$ cat src/rtl/id_stage_ctrl_pkg.sv
// id_stage_ctrl_pkg: RV32I opcodes, func3 codes and control-bundle encodings shared by the decode stage.
package id_stage_ctrl_pkg;
  localparam logic [6:0] OP_LUI    = 7'b0110111;
  localparam logic [6:0] OP_AUIPC  = 7'b0010111;
  localparam logic [6:0] OP_JAL    = 7'b1101111;
  localparam logic [6:0] OP_JALR   = 7'b1100111;
  localparam logic [6:0] OP_BRANCH = 7'b1100011;
  localparam logic [6:0] OP_LOAD   = 7'b0000011;
  localparam logic [6:0] OP_STORE  = 7'b0100011;
  localparam logic [6:0] OP_IMM    = 7'b0010011;
  localparam logic [6:0] OP_REG    = 7'b0110011;
  localparam logic [6:0] OP_SYSTEM = 7'b1110011;
  localparam logic [2:0] F3_ADDSUB = 3'b000;
  localparam logic [2:0] F3_SLL    = 3'b001;
  localparam logic [2:0] F3_SLT    = 3'b010;
  localparam logic [2:0] F3_SLTU   = 3'b011;
  localparam logic [2:0] F3_XOR    = 3'b100;
  localparam logic [2:0] F3_SR     = 3'b101;
  localparam logic [2:0] F3_OR     = 3'b110;
  localparam logic [2:0] F3_AND    = 3'b111;
  localparam logic [2:0] F3_CSRRW  = 3'b001;
  localparam logic [2:0] F3_CSRRWI = 3'b101;
  localparam int F7_ALT_BIT = 30;
  typedef enum logic [3:0] {
    ALU_ADD, ALU_SUB, ALU_SLL, ALU_SLT, ALU_SLTU, ALU_XOR,
    ALU_SRL, ALU_SRA, ALU_OR, ALU_AND, ALU_A, ALU_B
  } alu_sel_e;
  typedef enum logic [2:0] {IMM_I, IMM_S, IMM_B, IMM_U, IMM_J, IMM_CSR} imm_sel_e;
  typedef enum logic [2:0] {WB_ALU, WB_MEM, WB_PC4, WB_CSR} wb_sel_e;
  typedef enum logic {A_RS1, A_PC} a_sel_e;
  typedef enum logic {B_RS2, B_IMM} b_sel_e;
  typedef enum logic [1:0] {PC_PLUS4, PC_BRANCH, PC_JUMP} pc_sel_e;
  typedef enum logic [1:0] {SZ_B, SZ_H, SZ_W} dmem_size_e;
  typedef enum logic {RUN, STALL} state_e;
  typedef struct packed {
    logic [4:0] rd;
    logic [4:0] rs1;
    logic [4:0] rs2;
    logic       rf_wen;
    imm_sel_e   imm_sel;
    a_sel_e     a_sel;
    b_sel_e     b_sel;
    alu_sel_e   alu_sel;
    logic       br_en;
    logic [2:0] br_func;
    logic       jump;
    logic       dmem_wen;
    logic       dmem_ren;
    logic       dmem_unsign;
    dmem_size_e dmem_size;
    wb_sel_e    wb_sel;
    logic       csr_wen;
    logic       illegal;
  } ctrl_t;
  // SUB only exists in the register form; the immediate form keeps inst[30] as immediate data
  function automatic alu_sel_e alu_op(input logic [2:0] f3, input logic alt, input logic is_reg);
    case (f3)
      F3_ADDSUB: alu_op = (alt & is_reg) ? ALU_SUB : ALU_ADD;
      F3_SLL:    alu_op = ALU_SLL;
      F3_SLT:    alu_op = ALU_SLT;
      F3_SLTU:   alu_op = ALU_SLTU;
      F3_XOR:    alu_op = ALU_XOR;
      F3_SR:     alu_op = alt ? ALU_SRA : ALU_SRL;
      F3_OR:     alu_op = ALU_OR;
      F3_AND:    alu_op = ALU_AND;
      default:   alu_op = ALU_ADD;
    endcase
  endfunction
endpackage

$ cat src/rtl/id_stage_ctrl_decode.sv
// id_decode: combinational RV32I instruction -> control bundle, illegal flag and source-register usage.
// ID_CSR_EN enables CSRRW/CSRRWI decode on the SYSTEM opcode; otherwise SYSTEM is illegal.
module id_decode
  import id_stage_ctrl_pkg::*;
(
  input  logic [31:0] inst_i,
  output ctrl_t       ctrl_o,
  output logic        uses_rs1_o,
  output logic        uses_rs2_o
);
  logic [6:0] op;
  logic [2:0] f3;
  logic       alt;
  logic       ill;
  logic       unused_bits;
  assign op          = inst_i[6:0];
  assign f3          = inst_i[14:12];
  assign alt         = inst_i[F7_ALT_BIT];
  assign unused_bits = ^{inst_i[31], inst_i[29:25]};
  always_comb begin
    ctrl_o         = '0;
    ctrl_o.rd      = inst_i[11:7];
    ctrl_o.rs1     = inst_i[19:15];
    ctrl_o.rs2     = inst_i[24:20];
    ctrl_o.a_sel   = A_PC;
    ctrl_o.b_sel   = B_IMM;
    ctrl_o.alu_sel = ALU_ADD;
    uses_rs1_o     = 1'b0;
    uses_rs2_o     = 1'b0;
    ill            = 1'b0;
    case (op)
      OP_LUI: begin
        ctrl_o.imm_sel = IMM_U;
        ctrl_o.alu_sel = ALU_B;
        ctrl_o.rf_wen  = 1'b1;
      end
      OP_AUIPC: begin
        ctrl_o.imm_sel = IMM_U;
        ctrl_o.rf_wen  = 1'b1;
      end
      OP_JAL: begin
        ctrl_o.imm_sel = IMM_J;
        ctrl_o.jump    = 1'b1;
        ctrl_o.rf_wen  = 1'b1;
        ctrl_o.wb_sel  = WB_PC4;
      end
      OP_JALR: begin
        ctrl_o.a_sel  = A_RS1;
        ctrl_o.jump   = 1'b1;
        ctrl_o.rf_wen = 1'b1;
        ctrl_o.wb_sel = WB_PC4;
        uses_rs1_o    = 1'b1;
      end
      OP_BRANCH: begin
        ctrl_o.imm_sel = IMM_B;
        ctrl_o.br_en   = 1'b1;
        ctrl_o.br_func = f3;
        uses_rs1_o     = 1'b1;
        uses_rs2_o     = 1'b1;
        ill            = f3[2:1] == 2'b01;
      end
      OP_LOAD: begin
        ctrl_o.a_sel       = A_RS1;
        ctrl_o.rf_wen      = 1'b1;
        ctrl_o.dmem_ren    = 1'b1;
        ctrl_o.dmem_size   = dmem_size_e'(f3[1:0]);
        ctrl_o.dmem_unsign = f3[2];
        ctrl_o.wb_sel      = WB_MEM;
        uses_rs1_o         = 1'b1;
        ill                = f3 == 3'b011 || f3[2:1] == 2'b11;
      end
      OP_STORE: begin
        ctrl_o.imm_sel   = IMM_S;
        ctrl_o.a_sel     = A_RS1;
        ctrl_o.dmem_wen  = 1'b1;
        ctrl_o.dmem_size = dmem_size_e'(f3[1:0]);
        uses_rs1_o       = 1'b1;
        uses_rs2_o       = 1'b1;
        ill              = f3 > 3'd2;
      end
      OP_REG: begin
        ctrl_o.a_sel   = A_RS1;
        ctrl_o.b_sel   = B_RS2;
        ctrl_o.alu_sel = alu_op(f3, alt, 1'b1);
        ctrl_o.rf_wen  = 1'b1;
        uses_rs1_o     = 1'b1;
        uses_rs2_o     = 1'b1;
      end
      OP_IMM: begin
        ctrl_o.a_sel   = A_RS1;
        ctrl_o.alu_sel = alu_op(f3, alt, 1'b0);
        ctrl_o.rf_wen  = 1'b1;
        uses_rs1_o     = 1'b1;
      end
`ifdef ID_CSR_EN
      OP_SYSTEM: begin
        ctrl_o.csr_wen = 1'b1;
        ctrl_o.rf_wen  = 1'b1;
        ctrl_o.wb_sel  = WB_CSR;
        if (f3 == F3_CSRRW) begin
          ctrl_o.a_sel   = A_RS1;
          ctrl_o.alu_sel = ALU_A;
          uses_rs1_o     = 1'b1;
        end else if (f3 == F3_CSRRWI) begin
          ctrl_o.imm_sel = IMM_CSR;
          ctrl_o.alu_sel = ALU_B;
        end else begin
          ill = 1'b1;
        end
      end
`endif
      default: ill = 1'b1;
    endcase
    ill = ill | (inst_i[1:0] != 2'b11);
    if (ill) begin
      ctrl_o.rf_wen   = 1'b0;
      ctrl_o.dmem_wen = 1'b0;
      ctrl_o.dmem_ren = 1'b0;
      ctrl_o.csr_wen  = 1'b0;
      ctrl_o.br_en    = 1'b0;
      ctrl_o.jump     = 1'b0;
    end
    ctrl_o.illegal = ill;
  end
endmodule

$ cat src/rtl/id_stage_ctrl.sv
// id_stage_ctrl: registered RV32I decode stage with load-use bubbles and EX flush.
// ID_CSR_EN (passed through to id_decode) enables CSRRW/CSRRWI decode.
module id_stage_ctrl
  import id_stage_ctrl_pkg::*;
#(
  parameter int XLEN            = 32,
  parameter int IMEM_DWIDTH     = 32,
  parameter int LOAD_USE_STALLS = 1
) (
  input  logic                   clk,
  input  logic                   rst,
  input  logic                   if_valid,
  output logic                   if_ready,
  input  logic [IMEM_DWIDTH-1:0] if_inst,
  input  logic [XLEN-1:0]        if_pc,
  input  logic                   flush,
  input  logic                   ex_ready,
  output logic                   ex_valid,
  output logic [XLEN-1:0]        ex_pc,
  output logic [4:0]             ex_rd,
  output logic [4:0]             ex_rs1,
  output logic [4:0]             ex_rs2,
  output logic                   ex_rf_wen,
  output logic [2:0]             ex_imm_sel,
  output logic                   ex_alu_a_sel,
  output logic                   ex_alu_b_sel,
  output logic [3:0]             ex_alu_sel,
  output logic                   ex_br_en,
  output logic [2:0]             ex_br_func,
  output logic                   ex_jump,
  output logic                   ex_dmem_wen,
  output logic                   ex_dmem_ren,
  output logic                   ex_dmem_unsign,
  output logic [1:0]             ex_dmem_size,
  output logic [2:0]             ex_wb_sel,
  output logic                   ex_csr_wen,
  output logic                   ex_illegal
);
  localparam logic [1:0] STALL_INIT = 2'(LOAD_USE_STALLS - 1);
  state_e          state_q, state_d;
  logic [1:0]      cnt_q, cnt_d;
  logic            valid_q, valid_d;
  logic [XLEN-1:0] pc_q, pc_d;
  ctrl_t           ctrl_q, ctrl_d, dec;
  logic            uses_rs1, uses_rs2, ld, haz;
  id_decode u_dec (
    .inst_i     (if_inst),
    .ctrl_o     (dec),
    .uses_rs1_o (uses_rs1),
    .uses_rs2_o (uses_rs2)
  );
  assign ld  = !valid_q | ex_ready;
  assign haz = valid_q & ctrl_q.dmem_ren & (ctrl_q.rd != 5'd0) &
               ((uses_rs1 & (dec.rs1 == ctrl_q.rd)) | (uses_rs2 & (dec.rs2 == ctrl_q.rd)));
  assign if_ready = flush | (ld & (state_q == RUN) & !haz);
  // flush outranks everything; a bubble is an all-zero register with valid low
  always_comb begin
    state_d = state_q;
    cnt_d   = cnt_q;
    valid_d = valid_q;
    pc_d    = pc_q;
    ctrl_d  = ctrl_q;
    if (flush) begin
      state_d = RUN;
      cnt_d   = 2'd0;
      valid_d = 1'b0;
      pc_d    = '0;
      ctrl_d  = '0;
    end else if (ld) begin
      valid_d = (state_q == RUN) & !haz & if_valid;
      pc_d    = valid_d ? if_pc : '0;
      ctrl_d  = valid_d ? dec : '0;
      if (state_q == STALL) begin
        cnt_d   = cnt_q - 2'd1;
        state_d = (cnt_q == 2'd1) ? RUN : STALL;
      end else if (haz) begin
        cnt_d   = STALL_INIT;
        state_d = (STALL_INIT != 2'd0) ? STALL : RUN;
      end
    end
  end
  always_ff @(posedge clk or posedge rst) begin
    if (rst) begin
      state_q <= RUN;
      cnt_q   <= 2'd0;
      valid_q <= 1'b0;
      pc_q    <= '0;
      ctrl_q  <= '0;
    end else begin
      state_q <= state_d;
      cnt_q   <= cnt_d;
      valid_q <= valid_d;
      pc_q    <= pc_d;
      ctrl_q  <= ctrl_d;
    end
  end
  assign ex_valid       = valid_q;
  assign ex_pc          = pc_q;
  assign ex_rd          = ctrl_q.rd;
  assign ex_rs1         = ctrl_q.rs1;
  assign ex_rs2         = ctrl_q.rs2;
  assign ex_rf_wen      = ctrl_q.rf_wen;
  assign ex_imm_sel     = ctrl_q.imm_sel;
  assign ex_alu_a_sel   = ctrl_q.a_sel;
  assign ex_alu_b_sel   = ctrl_q.b_sel;
  assign ex_alu_sel     = ctrl_q.alu_sel;
  assign ex_br_en       = ctrl_q.br_en;
  assign ex_br_func     = ctrl_q.br_func;
  assign ex_jump        = ctrl_q.jump;
  assign ex_dmem_wen    = ctrl_q.dmem_wen;
  assign ex_dmem_ren    = ctrl_q.dmem_ren;
  assign ex_dmem_unsign = ctrl_q.dmem_unsign;
  assign ex_dmem_size   = ctrl_q.dmem_size;
  assign ex_wb_sel      = ctrl_q.wb_sel;
  assign ex_csr_wen     = ctrl_q.csr_wen;
  assign ex_illegal     = ctrl_q.illegal;
endmodule

$ cat config.mk
export PLATFORM = sky130hd
export DESIGN_NAME = id_stage_ctrl
export DESIGN_NICKNAME = d
export VERILOG_FILES = /design/src/rtl/id_stage_ctrl_pkg.sv /design/src/rtl/id_stage_ctrl_decode.sv /design/src/rtl/id_stage_ctrl.sv
export SDC_FILE = /design/constraint.sdc
export NUM_CORES = 1
export LEC_CHECK = 0
export CAP_MARGIN = 10
export CORE_MARGIN = 1.5
export CORE_UTILIZATION = 44
export CTS_BUF_LIST = sky130_fd_sc_hd__clkbuf_4 sky130_fd_sc_hd__clkbuf_8
export CTS_CLUSTER_DIAMETER = 200
export DETAILED_ROUTE_END_ITERATION = 16
export PLACE_DENSITY_LB_ADDON = 0.08
export SLEW_MARGIN = 30
export SYNTH_ARGS = -nofsm -noshare
export SYNTH_HDL_FRONTEND = slang
export SYNTH_HIERARCHICAL = 1
export SYNTH_SLANG_ARGS = --single-unit
$ cat constraint.sdc
create_clock -name clk -period 2.7 [get_ports clk]
set_input_delay 0.675 -clock clk [delete_from_list [all_inputs] [get_ports clk]]
set_output_delay 0.675 -clock clk [all_outputs]
set_load 0.1 [all_outputs]
# Word-level counts from Yosys, hierarchy flattened
# Cells that the tools add are included.
# W data, S select, Z words.
[totals] register_bits=76 latch_bits=0 ram_bits=0 romBits=0 input_bits=69 out_inout_bits=74 wordCells=113 mem_count=0
[classes] add_sub_neg=1 mul=0 n_div=0 magnitude_cmp=1 eq_ne=22 shift=0 mux=37 n_bitwise=14 n_reduce_logical=16
[ops] operator="$mux W40" count=3
[ops] operator="$mux W32" count=3
[ops] operator="$pmux W4 S8" count=2
[ops] operator="$eq A7 B6 Y1 const B" count=3
[ops] operator="$eq A7 B7 Y1 const B" count=3
[ops] operator="$mux W1" count=17
[ops] operator="$eq A7 B5 Y1 const B" count=2
[ops] operator="$eq A3 B3 Y1 const B" count=4
[ops] operator="$mux W2" count=6
[ops] operator="$pmux W3 S4" count=1
[ops] operator="$pmux W4 S3" count=1
[ops] operator="$reduce_or A6 Y1" count=2
[ops] operator="$eq A5 B5 Y1" count=2
[ops] operator="$and A1 B1 Y1" count=9
[ops] operator="$eq A7 B2 Y1 const B" count=1
[ops] operator="$reduce_or A7 Y1" count=1
[ops] operator="$eq A3 B2 Y1 const B" count=2
[ops] operator="$reduce_or A2 Y1" count=3
[ops] operator="$reduce_bool A5 Y1" count=1
[ops] operator="$reduce_or A5 Y1" count=1
[ops] operator="$eq A2 B1 Y1 const B" count=2
[ops] operator="$mux W4" count=1
[ops] operator="$or A1 B1 Y1" count=4
[ops] operator="$pmux W1 S4" count=1
[ops] operator="other kinds (15)" count=16

# Logic depth before layout (Yosys ltp)
# Gate-level depths: netlist of the first run.
[depth] word_depth=12 ltp_mapped=8 depth_no_buf=6

# Cells and area by module
# Netlist of the first run, hierarchy kept.
[modules_own_cells] module="id_stage_ctrl" instances=1 cells_per_inst=458 area_each_um2=4132.7 seq_area_each_um2=1901.8
[modules_own_cells] module="id_decode" instances=1 cells_per_inst=94 area_each_um2=628.1 seq_area_each_um2=0.0

# Least setup slack after synthesis of the first run
# Ideal clock, no wire load.
[synth_timing] path_kind="register to output" startpoint="register ctrl_q (netlist bit ex_rd[1])" endpoint="output port if_ready" arrival_ps=3360 t_required_ps=2025 slack_ps=-1335 stages_incl_launch_ff=6 path_buffers=1 cell_sequence="dfrtp_1 > or4_1 > o211ai_2 > buf_2 > nor2_1 > a21oi_1"
[synth_between] elab_chain_cells=7 elab_cells_between_ends=11 classes_between="eq/ne (2); bitwise (7); reduce/logical (2)"
[synth_lines] item="start: declaration" line_no="id_stage_ctrl.sv:44" rtl="ctrl_t ctrl_q, ctrl_d, dec;"
[synth_lines] item="start signal: assignment" line_no="id_stage_ctrl.sv:94" rtl="ctrl_q <= ctrl_d;"
[synth_lines] item="$eq A5 B5 Y1" line_no="id_stage_ctrl.sv:54" rtl="((uses_rs1 & (dec.rs1 == ctrl_q.rd)) | (uses_rs2 & (dec.rs2 == ctrl_q.rd)));"
[synth_lines] item="$and A1 B1 Y1" line_no="id_stage_ctrl.sv:54"
[synth_lines] item="$or A1 B1 Y1" line_no="id_stage_ctrl.sv:54"
[synth_lines] item="$and A1 B1 Y1 (*)" line_no="id_stage_ctrl.sv:53" rtl="assign haz = valid_q & ctrl_q.dmem_ren & (ctrl_q.rd != 5'd0) &"
[synth_lines] item="$logic_not A1 Y1 (*)" line_no="id_stage_ctrl.sv:55" rtl="assign if_ready = flush | (ld & (state_q == RUN) & !haz);"
[synth_lines] item="$and A1 B1 Y1 (*)" line_no="id_stage_ctrl.sv:55"
[synth_lines] item="$or A1 B1 Y1 (*)" line_no="id_stage_ctrl.sv:55"
[synth_lines] item="end: declaration" line_no="id_stage_ctrl.sv:13" rtl="output logic if_ready,"
# Mark *: on every way between the ends. The rest lies on a longest branch, timed or not.

# Worst setup path after layout of the first run
[layout_timing] startpoint="input port if_inst[20]" endpoint="output port if_ready"
[layout_between] elab_chain_cells=7
[layout_lines] item="start: declaration" line_no="id_stage_ctrl.sv:14" rtl="input logic [IMEM_DWIDTH-1:0] if_inst,"
[layout_lines] item="$eq A5 B5 Y1" line_no="id_stage_ctrl.sv:54"
[layout_lines] item="$and A1 B1 Y1" line_no="id_stage_ctrl.sv:54"
[layout_lines] item="$or A1 B1 Y1" line_no="id_stage_ctrl.sv:54"
[layout_lines] item="$and A1 B1 Y1" line_no="id_stage_ctrl.sv:53"
[layout_lines] item="$logic_not A1 Y1" line_no="id_stage_ctrl.sv:55"
[layout_lines] item="$and A1 B1 Y1" line_no="id_stage_ctrl.sv:55"
[layout_lines] item="$or A1 B1 Y1" line_no="id_stage_ctrl.sv:55"
# Every way passes these cells.

==> results.py, run 1 <==
metrics = {
    "place": {
        "place_hpwl_um": 8650,
        "gp_congestion": 0.842,
        "io_buffers": 136,
    },
    "finish": {
        "syn2layout_area_growth_pct": 35.4,
        "antennaDiodeCount": 0,
        "area.sequential_mm2": 0.00191,
        "final_cell_mix": "buf_4 (110), nand2_1 (82), nor2b_1 (78), a32oi_1 (73), dfrtp_1 (70)",
        "layout-drive-gt1-share_pct": 24.1,
        "fillerInstances": 919,
        "final_net_count": 740,
        "multi_input_area_mm2": 0.00253,
        "layout_commonest_cell": "buf_4",
    },
    "detailed_routing": {
        "wl_per_cell_um": 16.8,
        "met3_length_um": 706,
        "drtAntennaViolNets": 0,
        "wl_met1_um": 6270,
        "wl_um": 13600,
        "drcViolationCount": 0,
        "routed.top_layer": "met4",
        "drt_iter0_markers": 294,
        "drtPass1Iterations": 6,
        "vias": 4596,
        "vias_per_cell": 5.67,
        "route.met2.wl_um": 6510,
    },
    "synth": {
        "synthSimpleGateAreaFrac_pct": 22.7,
        "synth_seq_cells": 76,
        "synth_top_family_by_area": "compound AO/OA/AOI/OAI gates",
        "synth-compound-area-share_pct": 25.9,
        "muxShareOfSynthArea_pct": 0.210,
        "synthesis.area_mm2": 0.00476,
        "avgSynthCellArea_um2": 8.62,
        "syn_inst": 552,
        "synth_xor_area_share_pct": 1.84,
        "async_flop_share_pct": 100,
        "ys_types": 49,
        "synth_flop_cell": "dfrtp_1",
        "yosysWarnings": 6,
        "ys_seq_area_share_pct": 39.9,
        "synth_edf_count": 0,
        "synth_fa_ha_area_share_pct": 0.263,
    },
    "setup_path": {
        "reg2reg_to": "ex_rd[1]",
        "path_max_fanout": 2,
        "critPathKind": "in2out",
        "crit_path_end_kind": "output port",
        "worstPathRequired_ns": 2.03,
        "reg2reg_depth": 5,
        "reg2reg_slack_ns": 0.40,
        "regToRegStartpoint": "ex_rd[2]",
        "arrival_ns": 1.98,
        "cp-start-kind": "primary input",
    },
    "floorplanning": {
        "die_x_um": 107,
        "core_area_mm2": 0.0104,
        "pin_count": 143,
        "die_area_mm2": 0.0115,
        "fp-row-count": 37,
        "die_y_um": 107,
        "initial_core_util_pct": 45.7,
    },
    "worst_hold_path": {
        "hold_path.startpoint": "ex_alu_a_sel",
        "worstHoldPathType": "reg2reg",
        "holdPathStages": 2,
        "hold-path-endpoint": "ex_alu_a_sel",
    },
    "clocking": {
        "clk_latency_ns": 0.36,
        "cts_buffers": 9,
        "clkTransAtPathRegs_ns": 0.08,
        "root_buffer": "clkbuf_8",
        "htreeDepth": 3,
        "cts_sinks": 76,
        "cts-hold-fix-buffers": 0,
        "clock_path_buffers": 2,
        "tritoncts": "yes",
    },
    "power_and_ir_drop": {
        "irDropWorstVdd_uv": 268,
        "p_leak_nw": 2.77,
        "powerDensity_mw_per_mm2": 527,
    },
    "timing": {
        "fin_skew_ns": 0.0102,
        "tns_ns": 0,
        "clock.fmax_mhz": 377,
        "hold_ws_ns": 0.507,
        "worstMarginPinSlew_ns": 0.843,
        "hold_viol": 0,
        "finalSetupViolations": 0,
        "slew_headroom_pct": 43.8,
        "rsz0062_at_grt": "true",
        "drv_slew": 0,
        "fin_crit_ns": 2.65,
        "period_share_pct": 98.2,
    },
    "global_route": {
        "grt_max_degree": 77,
        "antenna_found_initial": 0,
        "grt_pass1_vias": 4322,
        "grt_pass1_wl_um": 21800,
        "grt_util_all_layers_pct": 23.7,
        "grt_overflow_total": 0,
    },
    "status": {
        "status": "complete, no violations",
    },
    "job": {
        "drv_cap": 0,
    },
}
-- worst max-delay path, cell delays in order --
cell,delay (ns)
clkdlybuf4s50_1,0.49
xnor2_1,0.13
nand4_1,0.19
o22ai_4,0.21
a21oi_4,0.09
buf_12,0.18
-- worst max-delay path by stage --
stage / slack, ns / to / cells after the start / startpoint
2_1_floorplan: -0.17 / if_ready / 5 / ex_rd[4]
3_3_place_gp: -0.36 / if_ready / 7 / if_inst[6]
3_5_place_dp: -0.36 / if_ready / 7 / if_inst[6]
4_1_cts: 0.005 / if_ready / 8 / if_inst[2]
5_1_grt: -0.01 / if_ready / 7 / if_inst[4]
6_report: 0.05 / if_ready / 6 / if_inst[20]
-- cell usage after synthesis, drive strengths merged (4+ instances only) --
cell type / count / area (um^2)
nand2: 84 / 315
nor2b: 78 / 488
o21ai: 78 / 390
dfrtp: 76 / 1900
a32oi: 73 / 639
clkbuf: 38 / 143
buf: 36 / 258
xnor2: 10 / 87.6
inv: 8 / 30.0
a21oi: 7 / 35.0
nor2: 7 / 26.3
and3: 6 / 37.5
and2: 4 / 25.0
nor4: 4 / 25.0
-- layout make-up --
type	instances	share of cell area, %
tap	136	2.64
timing repair buffer	180	24.4
clock buffer	10	2.14
inverter	8	0.485
multi-input combinational	395	39.3
sequential	76	29.6
clock inverter	6	1.48
-- flip-flops by register name, summed over array words and instances, names as in the netlist, 3 cells and up --
| name | count |
|---|---|
| ex_alu_sel | 4 |
| ex_br_func | 3 |
| ex_imm_sel | 3 |
| ex_pc | 32 |
| ex_rd | 5 |
| ex_rs1 | 5 |
| ex_rs2 | 5 |
| ex_wb_sel | 3 |
-- power breakdown --
part,switching (mW),internal (mW)
combinational,0.778,0.311
clock,0.482,0.556
sequential,0.0559,1.21
-- layer usage --
metal	vias up	track usage, %
li1	2223	-
met1	2233	32.9
met2	135	37.9
met3	5	4.44
met4	0	5.90
met5	-	0
-- timing repair --
item | 4_1_cts | 5_1_grt
pin swaps | 6 | 7
setup endpoints to repair | 1 | 1
gates resized for setup | 21 | 13
buffers inserted | 1 | 3
-- kinds of logic (layout without fill, tap and decap cells) --
family | after synthesis | after routing
muxes | 1 | 1
xor gates and xnor gates | 10 | 10
AOI/OAI and AO/OA | 176 | 176
DFF | 76 | 76
adders and majority gates | 1 | 1
other | 1 | 2
and+or+nand+nor | 205 | 205
buffers and inverters | 82 | 204
-- per-stage QoR --
step / power, mW / worst slack (ns) / util, % / std cells / instance area (um^2)
detailed placement: 2.37 / -0.357 / 59.0 / 791 / 6150
CTS: 3.42 / 0.00538 / 61.6 / 808 / 6420
global route: 3.53 / -0.00968 / 61.9 / 811 / 6450
floorplan: 2.06 / -0.167 / - / 553 / 4800
global placement: 2.36 / -0.359 / 59.0 / 791 / 6150
finish: 3.40 / 0.0486 / 61.9 / 811 / 6450
No activity file was read; power rests on OpenSTA's default activity.
==> inputs of run 2 (changes only) <==
--- a/config.mk
+++ b/config.mk
@@ -6,12 +6,16 @@
 export NUM_CORES = 1
 export LEC_CHECK = 0
 export CAP_MARGIN = 10
+export CELL_PAD_IN_SITES_DETAIL_PLACEMENT = 0
+export CELL_PAD_IN_SITES_GLOBAL_PLACEMENT = 1
 export CORE_MARGIN = 1.5
-export CORE_UTILIZATION = 44
+export CORE_UTILIZATION = 32
 export CTS_BUF_LIST = sky130_fd_sc_hd__clkbuf_4 sky130_fd_sc_hd__clkbuf_8
 export CTS_CLUSTER_DIAMETER = 200
 export DETAILED_ROUTE_END_ITERATION = 16
 export PLACE_DENSITY_LB_ADDON = 0.08
+export RECOVER_POWER = 50
+export SETUP_SLACK_MARGIN = 0.2
 export SLEW_MARGIN = 30
 export SYNTH_ARGS = -nofsm -noshare
 export SYNTH_HDL_FRONTEND = slang
==> results.py, run 2 (same netlist as run 1, synthesis figures left out) <==
metrics = {
    "status": {
        "status": "complete, no violations",
    },
    "setup_path": {
        "regToRegStartpoint": "ex_rd[4]",
        "critPathKind": "in2out",
        "reg2reg_slack_ns": 0.36,
        "worstPathRequired_ns": 2.03,
        "crit_path_end_kind": "output port",
        "worstSetupStartpoint": "if_inst[22]",
        "reg2reg_depth": 5,
        "path_max_fanout": 2,
        "cp-start-kind": "primary input",
        "arrival_ns": 1.99,
    },
    "clocking": {
        "cts-hold-fix-buffers": 0,
        "cts_sinks": 76,
        "clock_path_buffers": 2,
        "clk_latency_ns": 0.37,
        "cts_buffers": 9,
        "root_buffer": "clkbuf_8",
        "tritoncts": "yes",
        "clkTransAtPathRegs_ns": 0.08,
        "htreeDepth": 3,
    },
    "timing": {
        "clock.fmax_mhz": 375,
        "period_share_pct": 98.7,
        "drv_slew": 0,
        "finalSetupViolations": 0,
        "fin_crit_ns": 2.66,
        "rsz0062_at_grt": "true",
        "worstMarginPinSlew_ns": 1.31,
        "slew_headroom_pct": 12.4,
        "setup_ws_ns": 0.0358,
        "hold_viol": 0,
        "fin_skew_ns": 0.0148,
        "hold_ws_ns": 0.501,
    },
    "finish": {
        "stdcell_count": 867,
        "layout-drive-gt1-share_pct": 19.9,
        "antennaDiodeCount": 0,
        "layout_commonest_cell": "nand2_1",
        "syn2layout_area_growth_pct": 34.2,
        "multi_input_area_mm2": 0.00255,
        "final_cell_mix": "nand2_1 (82), buf_4 (80), nor2b_1 (78), a32oi_1 (73), dfrtp_1 (70)",
        "fillerInstances": 1470,
        "area.sequential_mm2": 0.00191,
        "final_net_count": 748,
        "largest_reg_flops": 32,
    },
    "power_and_ir_drop": {
        "netSwitchingFraction_pct": 41.0,
        "powerDensity_mw_per_mm2": 499,
        "power.internal_mw": 1.88,
        "p_leak_nw": 2.65,
        "power.share.combinational_pct": 33.7,
        "p_seq_share_pct": 39.6,
        "clock_power_share_pct": 26.7,
        "irDropWorstVdd_uv": 241,
        "power_switching_mw": 1.31,
    },
    "detailed_routing": {
        "wl_per_cell_um": 17.3,
        "drcViolationCount": 0,
        "vias_per_cell": 5.36,
        "wl_um": 15000,
        "drtAntennaViolNets": 0,
        "drtPass1Iterations": 5,
        "vias": 4643,
        "drt_iter0_markers": 308,
    },
    "floorplanning": {
        "initial_core_util_pct": 32.8,
        "die_y_um": 125,
        "pin_count": 143,
        "fp-row-count": 44,
        "die_x_um": 125,
        "die_area_mm2": 0.0156,
        "core_area_mm2": 0.0145,
    },
    "worst_hold_path": {
        "worstHoldPathType": "reg2reg",
        "hold_path.startpoint": "ex_alu_a_sel",
        "holdPathStages": 2,
    },
    "global_route": {
        "antenna_found_initial": 1,
        "grt_util_all_layers_pct": 19.2,
        "grt_pass1_vias": 4664,
        "grt_pass1_wl_um": 24300,
        "grt_max_degree": 77,
        "grt_overflow_total": 0,
    },
    "place": {
        "dp_slack_ns": -0.385,
        "io_buffers": 136,
        "gp_congestion": 0.821,
        "dp.cells": 843,
        "place_hpwl_um": 9500,
    },
    "job": {
        "drv_cap": 0,
    },
}
[run 2: layout make-up]
| class | instances | share of cell area (%) |
|---|---|---|
| Inverter | 8 | 0.490 |
| Multi-Input combinational cell | 395 | 39.8 |
| Clock buffer | 11 | 2.37 |
| Clock inverter | 5 | 0.529 |
| Tap cell | 184 | 3.60 |
| Sequential cell | 76 | 29.9 |
| Timing Repair Buffer | 188 | 23.3 |
[run 2: worst max-delay path: stages]
cell and delay, ns:
clkdlybuf4s50_1 0.49, xnor2_1 0.12, nand4_1 0.20, o22ai_4 0.22
a21oi_4 0.10, buf_12 0.18
[run 2: path summary, 6_finish.rpt]
kind                                   end
min in group asynchronous        ex_pc[10]
hold / removal                ex_alu_a_sel
setup reg to reg           ex_dmem_size[1]
setup / recovery                  if_ready
hold reg to reg               ex_alu_a_sel
max in group asynchronous          state_q
[run 2: repair_timing]
item                       4_1_cts  5_1_grt
buffers inserted                 4        4
gates resized for setup         28       13
pin swaps                        7        8
hold endpoints to repair         0        0
setup endpoints to repair       62        4
[run 2: per-stage QoR]
stage	TNS, ns	instance area (um^2)	total power, mW	util, %
6_report	0	6390	3.19	44.0
4_1_cts	0	6510	3.26	44.8
3_3_place_gp	-17.60	6250	2.38	43.0
3_5_place_dp	-18.40	6250	2.39	43.0
5_1_grt	-0.0244	6390	3.35	44.0
2_1_floorplan	-0.167	4800	2.06	-
[run 2: per-layer routing]
layer	vias to the layer above	share of wire, %	global-route usage [%]
li1	2231	-	-
met1	2271	46	25.6
met2	122	47	31.2
met3	17	5.3	4.28
met4	2	1.7	5.68
met5	-	0.067	0
[run 2: power groups by stage]
| stage | clock (mW) | sequential (mW) | combinational (mW) |
|---|---|---|---|
| 2_1_floorplan | 0 | 1.79 | 0.271 |
| 3_3_place_gp | 0 | 1.29 | 1.09 |
| 3_5_place_dp | 0 | 1.29 | 1.10 |
| 4_1_cts | 0.884 | 1.27 | 1.11 |
| 5_1_grt | 0.938 | 1.28 | 1.13 |
| 6_report | 0.851 | 1.26 | 1.08 |
